## config.mk

```make
export PLATFORM = sky130hd
export DESIGN_NAME = eeprom_page_scheduler
export DESIGN_NICKNAME = d
export VERILOG_FILES = /design/src/rtl/eeprom_pkg.sv /design/src/rtl/eeprom_twc_timer.sv /design/src/rtl/eeprom_page_scheduler.sv
export SDC_FILE = /design/constraint.sdc
export NUM_CORES = 1
export LEC_CHECK = 0
export ABC_AREA = 1
export CORE_AREA = 2 2 410 412
export CTS_CLUSTER_SIZE = 20
export DETAILED_ROUTE_END_ITERATION = 8
export DIE_AREA = 0 0 412 414
export SYNTH_ARGS = -nofsm -noshare
export SYNTH_HDL_FRONTEND = slang
export SYNTH_SLANG_ARGS = --single-unit
```

## constraint.sdc

```tcl
create_clock -name CLK_50MHz -period 1.9 [get_ports CLK_50MHz]
set_clock_uncertainty 0.05 [all_clocks]
set_input_delay 0.57 -clock CLK_50MHz [delete_from_list [all_inputs] [get_ports CLK_50MHz]]
set_output_delay 0.57 -clock CLK_50MHz [all_outputs]
set_load 0.02 [all_outputs]
```

## src/rtl/eeprom_pkg.sv

```systemverilog
// Shared types and constants for the EEPROM page scheduler and its write-cycle timer.
package eeprom_pkg;

  localparam int EEPROM_BYTES  = 32768;
  localparam int PAGE_BYTES    = 64;
  localparam int PAGE_BITS     = 512;
  localparam int TWC_5MS_50MHZ = 250000;
  localparam int TIMER_W       = 18;
  localparam int PAGES_W       = 10;

  typedef enum logic [2:0] {
    IDLE,
    ISSUE,
    WAIT_XFER,
    WAIT_TWC,
    ADVANCE,
    FULL,
    ERROR
  } sched_state_t;

endpackage

```

## src/rtl/eeprom_twc_timer.sv

```systemverilog
// Loadable down-counter that times the EEPROM internal write cycle; parks at zero.
module eeprom_twc_timer
  import eeprom_pkg::*;
(
  input  logic               CLK_50MHz,
  input  logic               RESET,
  input  logic               load,
  input  logic [TIMER_W-1:0] value,
  output logic               zero
);

  logic [TIMER_W-1:0] count;

  always_ff @(posedge CLK_50MHz or negedge RESET) begin
    if (!RESET) begin
      count <= '0;
    end else if (load) begin
      count <= value;
    end else if (count != '0) begin
      count <= count - 1'b1;
    end
  end

  assign zero = (count == '0);

endmodule

```

## src/rtl/eeprom_page_scheduler.sv

```systemverilog
// Writes cache pages into the 24LC256 one page per leader transfer, waiting out Twc,
// retrying NACKed pages and stepping the page address through the array.
module eeprom_page_scheduler
  import eeprom_pkg::*;
#(
  parameter int                PAGE_BYTES = eeprom_pkg::PAGE_BYTES,
  parameter int                ADDR_W     = 15,
  parameter int                TWC_CYCLES = TWC_5MS_50MHZ,
  parameter int                MAX_RETRY  = 3,
  parameter bit                WRAP_EN    = 1'b0,
  parameter logic [ADDR_W-1:0] BASE_ADDR  = '0
) (
  input  logic                 CLK_50MHz,
  input  logic                 RESET,
  input  logic [PAGE_BITS-1:0] cache_data,
  input  logic                 cache_valid,
  output logic                 cache_ready,
  input  logic                 clear,
  output logic                 i2c_start,
  output logic [ADDR_W-1:0]    i2c_addr,
  output logic [PAGE_BITS-1:0] i2c_page,
  input  logic                 i2c_done,
  input  logic                 i2c_nack,
  output logic                 mem_full,
  output logic                 error,
  output logic [PAGES_W-1:0]   pages_written,
  output sched_state_t         dbgState
);

  localparam int                 RETRY_W     = (MAX_RETRY < 1) ? 1 : $clog2(MAX_RETRY + 1);
  localparam logic [RETRY_W-1:0] RETRY_LIMIT = RETRY_W'(MAX_RETRY);
  localparam logic [TIMER_W-1:0] TWC_LOAD    = TIMER_W'(TWC_CYCLES - 1);
  localparam logic [ADDR_W:0]    ADDR_STEP   = (ADDR_W + 1)'(PAGE_BYTES);
  localparam logic [PAGES_W-1:0] PAGES_SAT   = PAGES_W'(512);

  sched_state_t       state, nextState;
  logic [RETRY_W-1:0] retry;
  logic               xferOk;
  logic               timerZero;
  logic               acceptPage, doClear, loadTimer, bumpRetry, enterError;
  logic [ADDR_W:0]    addrSum;

  // Carry out of the address add marks the step past the last page of the array.
  assign addrSum  = {1'b0, i2c_addr} + ADDR_STEP;
  assign dbgState = state;

  eeprom_twc_timer u_twcTimer (
    .CLK_50MHz (CLK_50MHz),
    .RESET     (RESET),
    .load      (loadTimer),
    .value     (TWC_LOAD),
    .zero      (timerZero)
  );

  always_ff @(posedge CLK_50MHz or negedge RESET) begin
    if (!RESET) begin
      state <= IDLE;
    end else begin
      state <= nextState;
    end
  end

  // Handshake: a page moves on a clock edge where cache_valid and cache_ready are both high;
  // cache_data must be stable while cache_valid is high, and the producer may hold valid.
  always_comb begin
    nextState  = state;
    acceptPage = 1'b0;
    doClear    = 1'b0;
    loadTimer  = 1'b0;
    bumpRetry  = 1'b0;
    enterError = 1'b0;
    case (state)
      IDLE: begin
        if (clear) begin
          doClear = 1'b1;
        end else if (cache_valid && cache_ready) begin
          acceptPage = 1'b1;
          nextState  = ISSUE;
        end
      end
      ISSUE: nextState = WAIT_XFER;
      WAIT_XFER: begin
        if (i2c_done) begin
          if (!i2c_nack) begin
            loadTimer = 1'b1;
            nextState = WAIT_TWC;
          end else if (retry < RETRY_LIMIT) begin
            loadTimer = 1'b1;
            bumpRetry = 1'b1;
            nextState = WAIT_TWC;
          end else begin
            enterError = 1'b1;
            nextState  = ERROR;
          end
        end
      end
      WAIT_TWC: begin
        if (timerZero) begin
          nextState = xferOk ? ADVANCE : ISSUE;
        end
      end
      ADVANCE: nextState = (addrSum[ADDR_W] && !WRAP_EN) ? FULL : IDLE;
      FULL, ERROR: begin
        if (clear) begin
          doClear   = 1'b1;
          nextState = IDLE;
        end
      end
      default: nextState = IDLE;
    endcase
  end

  always_ff @(posedge CLK_50MHz or negedge RESET) begin
    if (!RESET) begin
      cache_ready   <= 1'b0;
      i2c_start     <= 1'b0;
      i2c_addr      <= BASE_ADDR;
      i2c_page      <= '0;
      mem_full      <= 1'b0;
      error         <= 1'b0;
      pages_written <= '0;
      retry         <= '0;
      xferOk        <= 1'b0;
    end else begin
      cache_ready <= (nextState == IDLE);
      i2c_start   <= (nextState == ISSUE);
      if (acceptPage) begin
        i2c_page <= cache_data;
        retry    <= '0;
      end
      if (bumpRetry) begin
        retry <= retry + 1'b1;
      end
      if (loadTimer) begin
        xferOk <= !i2c_nack;
      end
      if (enterError) begin
        error <= 1'b1;
      end
      if (state == ADVANCE) begin
        if (pages_written != PAGES_SAT) begin
          pages_written <= pages_written + 1'b1;
        end
        if (addrSum[ADDR_W]) begin
          i2c_addr <= BASE_ADDR;
          if (!WRAP_EN) begin
            mem_full <= 1'b1;
          end
        end else begin
          i2c_addr <= addrSum[ADDR_W-1:0];
        end
      end
      if (doClear) begin
        i2c_addr      <= BASE_ADDR;
        mem_full      <= 1'b0;
        error         <= 1'b0;
        pages_written <= '0;
      end
    end
  end

endmodule

```

# Word-level counts from Yosys, hierarchy flattened
# Cells that the tools add are included.
# Widths: inputs -> output; s select.
[word_totals] register_bits=565 in_bits=518 wordCells=81
[op_classes] addsub=4 n_lt_le_gt_ge=1 n_eq_ne=8 mux=41 reduce_logical=16
[op_table] op="$mux 15" n=3
[op_table] op="$mux 18" n=2
[op_table] op="$mux 10" n=3
[op_table] op="$mux 3" n=9
[op_table] op="$mux 1" n=21
[op_table] op="$logic_not 18->1" n=1
[op_table] op="$pmux 3 s6" n=1
[op_table] op="$reduce_bool 18->1" n=1
[op_table] op="$sub 18x1->18 const B" n=1
[op_table] op="$add 15x7->16 const B" n=1
[op_table] op="$reduce_bool 2->1" n=6
[op_table] op="$add 10x1->10 const B" n=1
[op_table] op="$ne 10x10->1 const B" n=1
[op_table] op="$eq 3x3->1 const B" n=3
[op_table] op="$eq 3x1->1 const B" n=2
[op_table] op="$eq 3x2->1 const B" n=2
[op_table] op="$logic_not 3->1" n=2
[op_table] op="$mux 2" n=2
[op_table] op="$reduce_and 2->1" n=2
[op_table] op="$reduce_or 3->1" n=1
[op_table] op="$add 2x1->2 const B" n=1
[op_table] op="$lt 2x2->1 const B" n=1
[op_table] op="$reduce_or 2->1" n=1
[op_table] op="$logic_and 1x1->1" n=1
[op_table] op="$logic_not 1->1" n=1

# Longest topological paths before layout
# Gate-level depths: netlist of the first run.
[logic_depth] ltp_word=7 depth_mapped=12 depth_no_buf=12

# Hierarchy
# A second synthesis of the first run with hierarchy kept.
[hier_totals] hier_cells=2611 area_unflattened_um2=22225.1
[modules_own_cells] module="eeprom_page_scheduler" n_inst=1 cells_each=2431 area_each_um2=20985.1 seq_area_each_um2=13538.0
[modules_own_cells] module="eeprom_twc_timer" n_inst=1 cells_each=180 area_each_um2=1239.9 seq_area_each_um2=450.4

# Worst setup path after synthesis of the first run
# Ideal clock, no wire load.
[synth_timing] path_type="reg-to-reg" startpoint="register state[0] (netlist: dbgState[0])" endpoint="register i2c_page[0]" arrival_time_ps=1503 required_time_ps=1734 slack_ps=231 stages_incl_launch_ff=8 path_buffers=3 synth_period_minus_slack_ps=1669 path_cell_list="dfrtp_1 nor3_4 nand2_1 buf_2 buf_2 buf_4 nand2_1 nand2_1"
[synth_via] elab_chain_len=2
[synth_lines] item="from (decl)" line="eeprom_page_scheduler.sv:36" source="sched_state_t state, nextState;"
[synth_lines] item="from (signal assigned)" line="eeprom_page_scheduler.sv:59" source="state <= nextState;"
[synth_lines] item="$logic_not 3->1" line="eeprom_page_scheduler.sv:72" source="case (state)"
[synth_lines] item="$mux 1" line="eeprom_page_scheduler.sv:72"
[synth_lines] item="to (signal assigned)" line="eeprom_page_scheduler.sv:128" source="i2c_page <= cache_data;"
[synth_lines] item="to (decl)" line="eeprom_page_scheduler.sv:21" source="output logic [PAGE_BITS-1:0] i2c_page,"
# No other way between the ends.
# A chain may end at the register's enable or synchronous reset.

# Worst setup path in the final report of the first run
[layout_timing] startpoint="register state[2] (netlist: dbgState[2])" endpoint="register i2c_page[162]"
# Same word-level chain as after synthesis.

==> results of run 1 <==
-- worst min-delay path by stage --
stage	endpoint	depth (start not counted)
finish	i2c_page[52]	2
global route	i2c_page[52]	2
CTS	i2c_page[52]	2
detailed placement	i2c_page[52]	1
global placement	i2c_page[52]	1
floorplan	cache_ready	0
-- power by group --
part / leakage, nW / switching [W] / internal [W]
Sequential: 7.11 / 0.00383 / 0.0166
Combinational: 12.6 / 0.0145 / 0.0118
Clock: 1.23 / 0.00600 / 0.00877
-- through the flow --
stage          hold WS [ns]  utilization, %  std cells  setup TNS, ns
6_report              0.281            25.1       6119         -16.88
3_3_place_gp          0.360            22.2       5838        -347.57
5_1_grt               0.248            25.0       6114         -53.53
2_1_floorplan         0.224               -       2557              0
4_1_cts               0.232            23.9       6059         -31.14
3_5_place_dp          0.359            22.2       5838        -336.73
-- kinds of logic after synthesis --
kind of cell | after synthesis | synth area share (%)
xor+xnor | 10 | 0.398
flops | 559 | 63.6
simple gates | 1777 | 31.1
other cells | 1 | 0.0171
buf+inv | 172 | 3.76
compound gates | 27 | 0.763
fa+ha+maj | 6 | 0.341
-- area by class of cell --
| class | instances | area (sq um) | area share (%) |
|---|---|---|---|
| sequential | 559 | 14000 | 33.6 |
| clock buffer | 98 | 2040 | 4.90 |
| clock inverter | 33 | 538 | 1.29 |
| timing repair buffer | 1342 | 14200 | 34.0 |
| inverter | 50 | 200 | 0.481 |
| multi-input combinational | 1826 | 7920 | 19.0 |
| timing repair inverter | 1 | 16.3 | 0.0390 |
| tap | 2204 | 2760 | 6.62 |
| antenna | 6 | 15.0 | 0.0360 |
-- worst reg2reg max path, delay by kind of cell, from the launching register on --
kind                   cells  cell delay (ns)
AND/OR/NAND/NOR            4             0.89
flip-flops                 1             0.40
buffers and inverters      3             0.56
-- timing repair --
item	4_1_cts	5_1_grt
endpoints found under the hold margin	91	0
pin swaps	2	33
setup buffers	75	14
setup endpoints to repair	912	761
hold buffers	1	0
gates resized for setup	2234	286
gates cloned	15	42
-- sequential cells by signal, summed over array words and instances, names as in the netlist --
signal            count
mem_full              1
error                 1
xferOk                1
cache_ready           1
retry                 2
dbgState              3
i2c_page            512
i2c_addr              9
u_twcTimer.count     18
pages_written        10
i2c_start             1
-- cells in the final DEF, fill, tap and decap left out, types with 3 or more instances in the layout --
master	n
buf_2	242
nor2_2	5
xor2_1	5
o21ai_1	3
clkdlybuf4s50_1	516
buf_6	198
inv_1	40
clkbuf_8	14
a21oi_1	8
nand3_1	37
inv_2	9
o21ai_0	11
bufinv_16	8
buf_16	27
clkinv_2	7
nand4_1	11
dfrtp_2	23
nand2_4	42
conb_1	6
nor3_1	13
buf_4	197
nand2_1	1461
buf_8	16
diode_2	6
clkbuf_16	105
or2_2	5
nor2_1	46
clkinv_16	4
clkbuf_1	12
buf_12	111
ha_1	6
nand3b_1	4
xnor2_1	5
nand2_2	143
dfrtp_1	536
clkinvlp_4	8
-- layer usage --
metal	share of wire, %	up-vias
li1	-	10400
met1	39	11100
met2	50	978
met3	8.4	190
met4	2.5	50
met5	0.24	-
==> impl_results.md, run 1 <==
- Post-synth top area share: 63.6%
- Initial antenna violation count: 56
- Crit start category: flop
- Vias in the first global route: ~22000
- Total CTS buffers: 72
- Initial core utilization: between 10% and 20%
- Vias per cell: ~3.7
- Most Crowded Layer GR: met2
- Hold Vio Cnt, Final: 0
- Post-route cell area: approximately 42000 sq um
- Synth Register Bits: about 560
- Reg2reg path depth: 7
- Die Y-Extent: slightly above 400 um
- RSZ-0062 raised after global routing: true
- Post-synth cell types: 30
- PwrDens: about 1500 nW/um^2
- R2r setup slk: -0.13 ns
- Relative slew slack: between 50% and 60%
- Total wire length: 137 mm
- Drt initial violations: 1666
- Slew @ Worst Pin: about 0.63 ns
- Total Routing Usage GR: approximately 15%
- Cell with the most instances after synthesis: nand2_1
- Port Buffers: between 1000 and 1500
- CP top delay family: simple AND/OR/NAND/NOR gates
- Netlist Area Pre-Place: 22000 sq um
- Met2 usage: 25.5%
- CTS sink cnt: ~560
- Post-synth top area cell: dfrtp_1
- CP Depth: 7
- Leakage power: approximately 21 nW
- Core area: around 170000 sq um
- Slowest CP cell: dfrtp_1
- Tightest Hold Check Type: input port to async pin
- # nets final: about 4400
- Die area: 171000 sq um
- Largest net degree at the start of global routing: 100
- Max-Cap Viols: 0
- Synth Flop Type: dfrtp_1
- Wire per inst: ~22 um
- Crit Path Category: flop to flop
- Final global-route overflow total: 0
- Met1 usage in global routing: between 15 and 20%
- Antenna-violating nets left: 0
- CP max FO: 99
- Worst setup endpoint: i2c_page[162]
- EDFF count, synth: 0
- Final Max Slew Viols: 0
- H-Tree Depth: 3
- Post-Syn Area per Cell: about 8.6 sq um
- Critical path endpoint category: flop
- Clk slew on worst S/H paths: about 0.060 ns
- Tcrit/Tclk final: 107%
- Crit. Startpoint: dbgState[2]
- First-pass GRT wire length: about 180 mm
- Reg2reg start: dbgState[2]
- Pwr Total: just over 0.06 W
- Violated checks: negative setup slack
- Commonest cells in the netlist: 1646 x nand2_1, 559 x dfrtp_1, 93 x buf_2
- Area growth syn-to-layout: 89.5%
- M3 GR Usage: roughly 5.0%
- Post-DP HPWL: slightly above 100 mm
- DR DRC count: 0
- TritonRoute pass-1 iters: 5
- Root buf cell: clkbuf_16
- Die Width: 412 um
- Sequential share of the synthesized area: a little under two thirds
- Setup ws final: -0.127 ns
- Setup WS pre-CTS: -0.788 ns
- Total number of vias: about 23000
- Crit Reg-Reg Endpoint: i2c_page[162]
- Status: complete, but fails checks
- Yosys warning count: 0
- Clock Path Buffers: 3
- CP required: 2.38 ns
- GPL Wtd Cong: around 0.94
- Placed cell areas: ~37000 sq um
- CTS tree: yes
- # fillers: approximately 18000
- Crit path cell chain: buf_6 -> nor3_4 -> nand2_4 -> buf_12 -> buf_12 -> nand2_1 -> nand2_1
- Largest cells by area after synthesis: dfrtp_1 64%, nand2_1 28%, buf_2 2.1%, nand3_1 0.89%, nor2_1 0.85%
- Finish-stage setup viols: 394
- Async SR Flop Fraction: 100%
- Tmin final: slightly above 2 ns
- Fmax achieved: between 400 and 500 MHz
- Syn Inst Count: 2552
- CP arrival: approximately 2.5 ns
- Share of cells above drive strength 1: a little over 30%
- CP max stage delay: roughly 0.4 ns
- CP bufs+invs: 3
- Ports: about 1100
- Clk Latency, worst-skew pair: 0.66 ns
- Std-Cell Rows: 150
- Peak supply drop: ~0.77 mV
Note: power is estimated with default switching activity, not from simulation.
==> run 2, diff against run 1 <==
--- a/config.mk
+++ b/config.mk
@@ -7,6 +7,7 @@
 export LEC_CHECK = 0
 export ABC_AREA = 1
 export CORE_AREA = 2 2 410 412
+export CTS_CLUSTER_DIAMETER = 40
 export CTS_CLUSTER_SIZE = 20
 export DETAILED_ROUTE_END_ITERATION = 8
 export DIE_AREA = 0 0 412 414
==> run 2 against run 1 <==
  * Flip-flop and latch count is the same
  * Critical path depth shrank 5
  * The run still ends with negative setup slack left
  * Critical endpoint is now dbgState[0]
  * Clock power increased by 31%
==> impl_results.md, run 2 (synthesized netlist as in run 1, its figures left out) <==
- Status: complete, but fails checks
- Violated checks: negative setup slack
- CP max FO: 2 (-98%)
- Fmax achieved: 494 MHz (about the same)
- Clock Path Buffers: 3 (unchanged)
- Most common cell after layout, fill and taps aside: nand2_1
- Critical path endpoint category: output pin
- TritonRoute pass-1 iters: 5 (unchanged)
- Tightest Hold Check Type: input port to async pin
- Hold Vio Cnt, Final: 0 (unchanged)
- Area growth syn-to-layout: 120%
- Setup WS pre-CTS: -0.788 ns (unchanged)
- Largest net degree at the start of global routing: 100 (unchanged)
- Register area: 14000 sq um (about the same)
- Total CTS buffers: 104 (+44%)
- Total Routing Usage GR: 14.8% (about the same)
- Die Y-Extent: 414 um (unchanged)
- Area of the multi-input gates: 9020 sq um (+14%)
- Tcrit/Tclk final: 107% (about the same)
- PwrDens: 1520 nW/um^2 (+3.1%)
- Logic pwr share: 45.1% (+2.3 points)
- Clk network pwr share: 26.3% (+2.3 points)
- RSZ-0062 raised after global routing: true
- First-pass GRT wire length: 179 mm (+0.21%)
- Leakage power: 24.1 nW (+15%)
- Final core utilization: 29.1% (+4.1 points)
- Max reg flops: 512 (unchanged)
- Port Buffers: 1055 (unchanged)
- Clk slew on worst S/H paths: 0.05 ns (about the same)
- Internal Pwr Total: 0.0458 W (+23%)
- CP required: 1.28 ns (-1.10 ns)
- Crit path cell chain: buf_6 -> buf_12
- Die Width: 412 um (unchanged)
- Final TNS setup: -7.52 ns (+9.36 ns)
- Top reg by flops: i2c_page
- CP bufs+invs: 2 (-1)
- P_sw: 0.0279 W (+15%)
- Vias per cell: 3.79 (+2.0%)
- Finish-stage setup viols: 305 (-23%)
- Most frequent cells in the layout: 1201 x nand2_1, 526 x dfrtp_1, 516 x clkdlybuf4s50_1, 501 x buf_6, 351 x buf_4
- CTS sink cnt: 559 (unchanged)
- Share of cells above drive strength 1: 42.3% (+12 points)
- Crit start category: flop
- Die area: 171000 sq um (unchanged)
- Antenna-violating nets left: 0 (unchanged)
- Switching Share: 37.9% (-1.7 points)
- Initial core utilization: 13.2% (unchanged)
- # fillers: 17100 (-3.8%)
- Drt initial violations: 1741 (+4.5%)
- Vias in the first global route: 22900 (+2.7%)
- Setup ws final: -0.126 ns (+0.000807 ns)
- CP top delay family: flip-flops
- Total number of vias: 24400 (+7.6%)
- # nets final: 4673 (+6.8%)
- Final Max Slew Viols: 0 (unchanged)
- Slowest CP cell: dfrtp_1
- H-Tree Depth: 3 (unchanged)
- Core area: 166000 sq um (unchanged)
- Flop pwr share: 28.6% (-4.6 points)
- CP arrival: 1.41 ns (-1.10 ns)
- Final global-route overflow total: 0 (unchanged)
- Peak supply drop: 1.10 mV (+43%)
- CTS tree: yes
- Std-Cell Rows: 150 (unchanged)
- Clk Latency, worst-skew pair: 0.74 ns (+0.08 ns)
- Crit Path Category: flop to output pin
- Ports: 1062 (unchanged)
- GPL Wtd Cong: 0.939 (unchanged)
- Max-Cap Viols: 0 (unchanged)
- Tmin final: 2.03 ns (-0.000807 ns)
- Root buf cell: clkbuf_16
- Biggest regs: i2c_page (512), u_twcTimer.count (18), pages_written (10)
- CP max stage delay: 0.40 ns (about the same)
- DR DRC count: 0 (unchanged)
- Post-DP HPWL: 102 mm (unchanged)
- Total wire length: 149 mm (+9.1%)
- Wire per inst: 23.2 um (+3.4%)
- Initial antenna violation count: 51 (-8.9%)
[run 2: worst register-to-register path, delay by kind of cell (launching register included)]
kind                   cells  cell delay [ns]
buffers and inverters      6             0.99
and+or+nand+nor            4             0.42
DFF                        1             0.40
[run 2: worst paths after layout]
kind,from,endpoint,slack (ns),cells past startpoint
min in group CLK_50MHz,cache_data[261],i2c_page[261],0.30,3
max in group asynchronous,RESET,i2c_page[404],0.85,4
min,RESET,i2c_page[52],0.18,2
max reg2reg,dbgState[0],i2c_page[207],-0.07,10
min reg2reg,i2c_page[321],i2c_page[321],0.45,2
max,dbgState[0],dbgState[0],-0.13,2
[run 2: final cells by class]
type / count / share of cell area (%)
repair inverters: 1 / 0.0336
well taps: 2204 / 5.70
clock buffers: 120 / 5.67
multi-input cells: 1826 / 18.6
inverters: 50 / 0.414
flip-flops and latches: 559 / 29.0
clock inverters: 77 / 1.96
repair buffers: 1607 / 38.6
diodes: 8 / 0.0414
[run 2: repair_timing]
item	in CTS	in global routing
setup endpoints to repair	891	975
pin swaps	2	122
buffers inserted	117	200
gates cloned	13	91
hold buffers	1	0
hold endpoints to repair	294	0
resized for setup	2723	732
[run 2: power by group through the flow]
| stage | Sequential, W | Clock [W] | Combinational (W) |
|---|---|---|---|
| global placement | 0.0200 | 0 | 0.0263 |
| CTS | 0.0207 | 0.0198 | 0.0289 |
| finish | 0.0211 | 0.0194 | 0.0333 |
| detailed placement | 0.0200 | 0 | 0.0265 |
| floorplan | 0.0248 | 0 | 0.00491 |
| global route | 0.0214 | 0.0204 | 0.0350 |
[run 2: per-stage QoR]
step / instances / area, sq um / hold slack (ns) / power (W)
after detailed placement: 5838 / 36900 / 0.359 / 0.0465
final: 6452 / 48400 / 0.180 / 0.0738
after global routing: 6445 / 48400 / 0.161 / 0.0768
after CTS: 6165 / 42600 / 0.113 / 0.0695
after floorplan: 2557 / 22000 / 0.224 / 0.0298
after global placement: 5838 / 36900 / 0.360 / 0.0463
[run 2: per-layer routing]
layer | track usage, % | vias up | wire length (um)
li1 | - | 11000 | -
met1 | 17.7 | 12000 | 58100
met2 | 25.4 | 1208 | 73400
met3 | 4.88 | 242 | 13600
met4 | 3.77 | 38 | 4090
met5 | 0 | - | 241
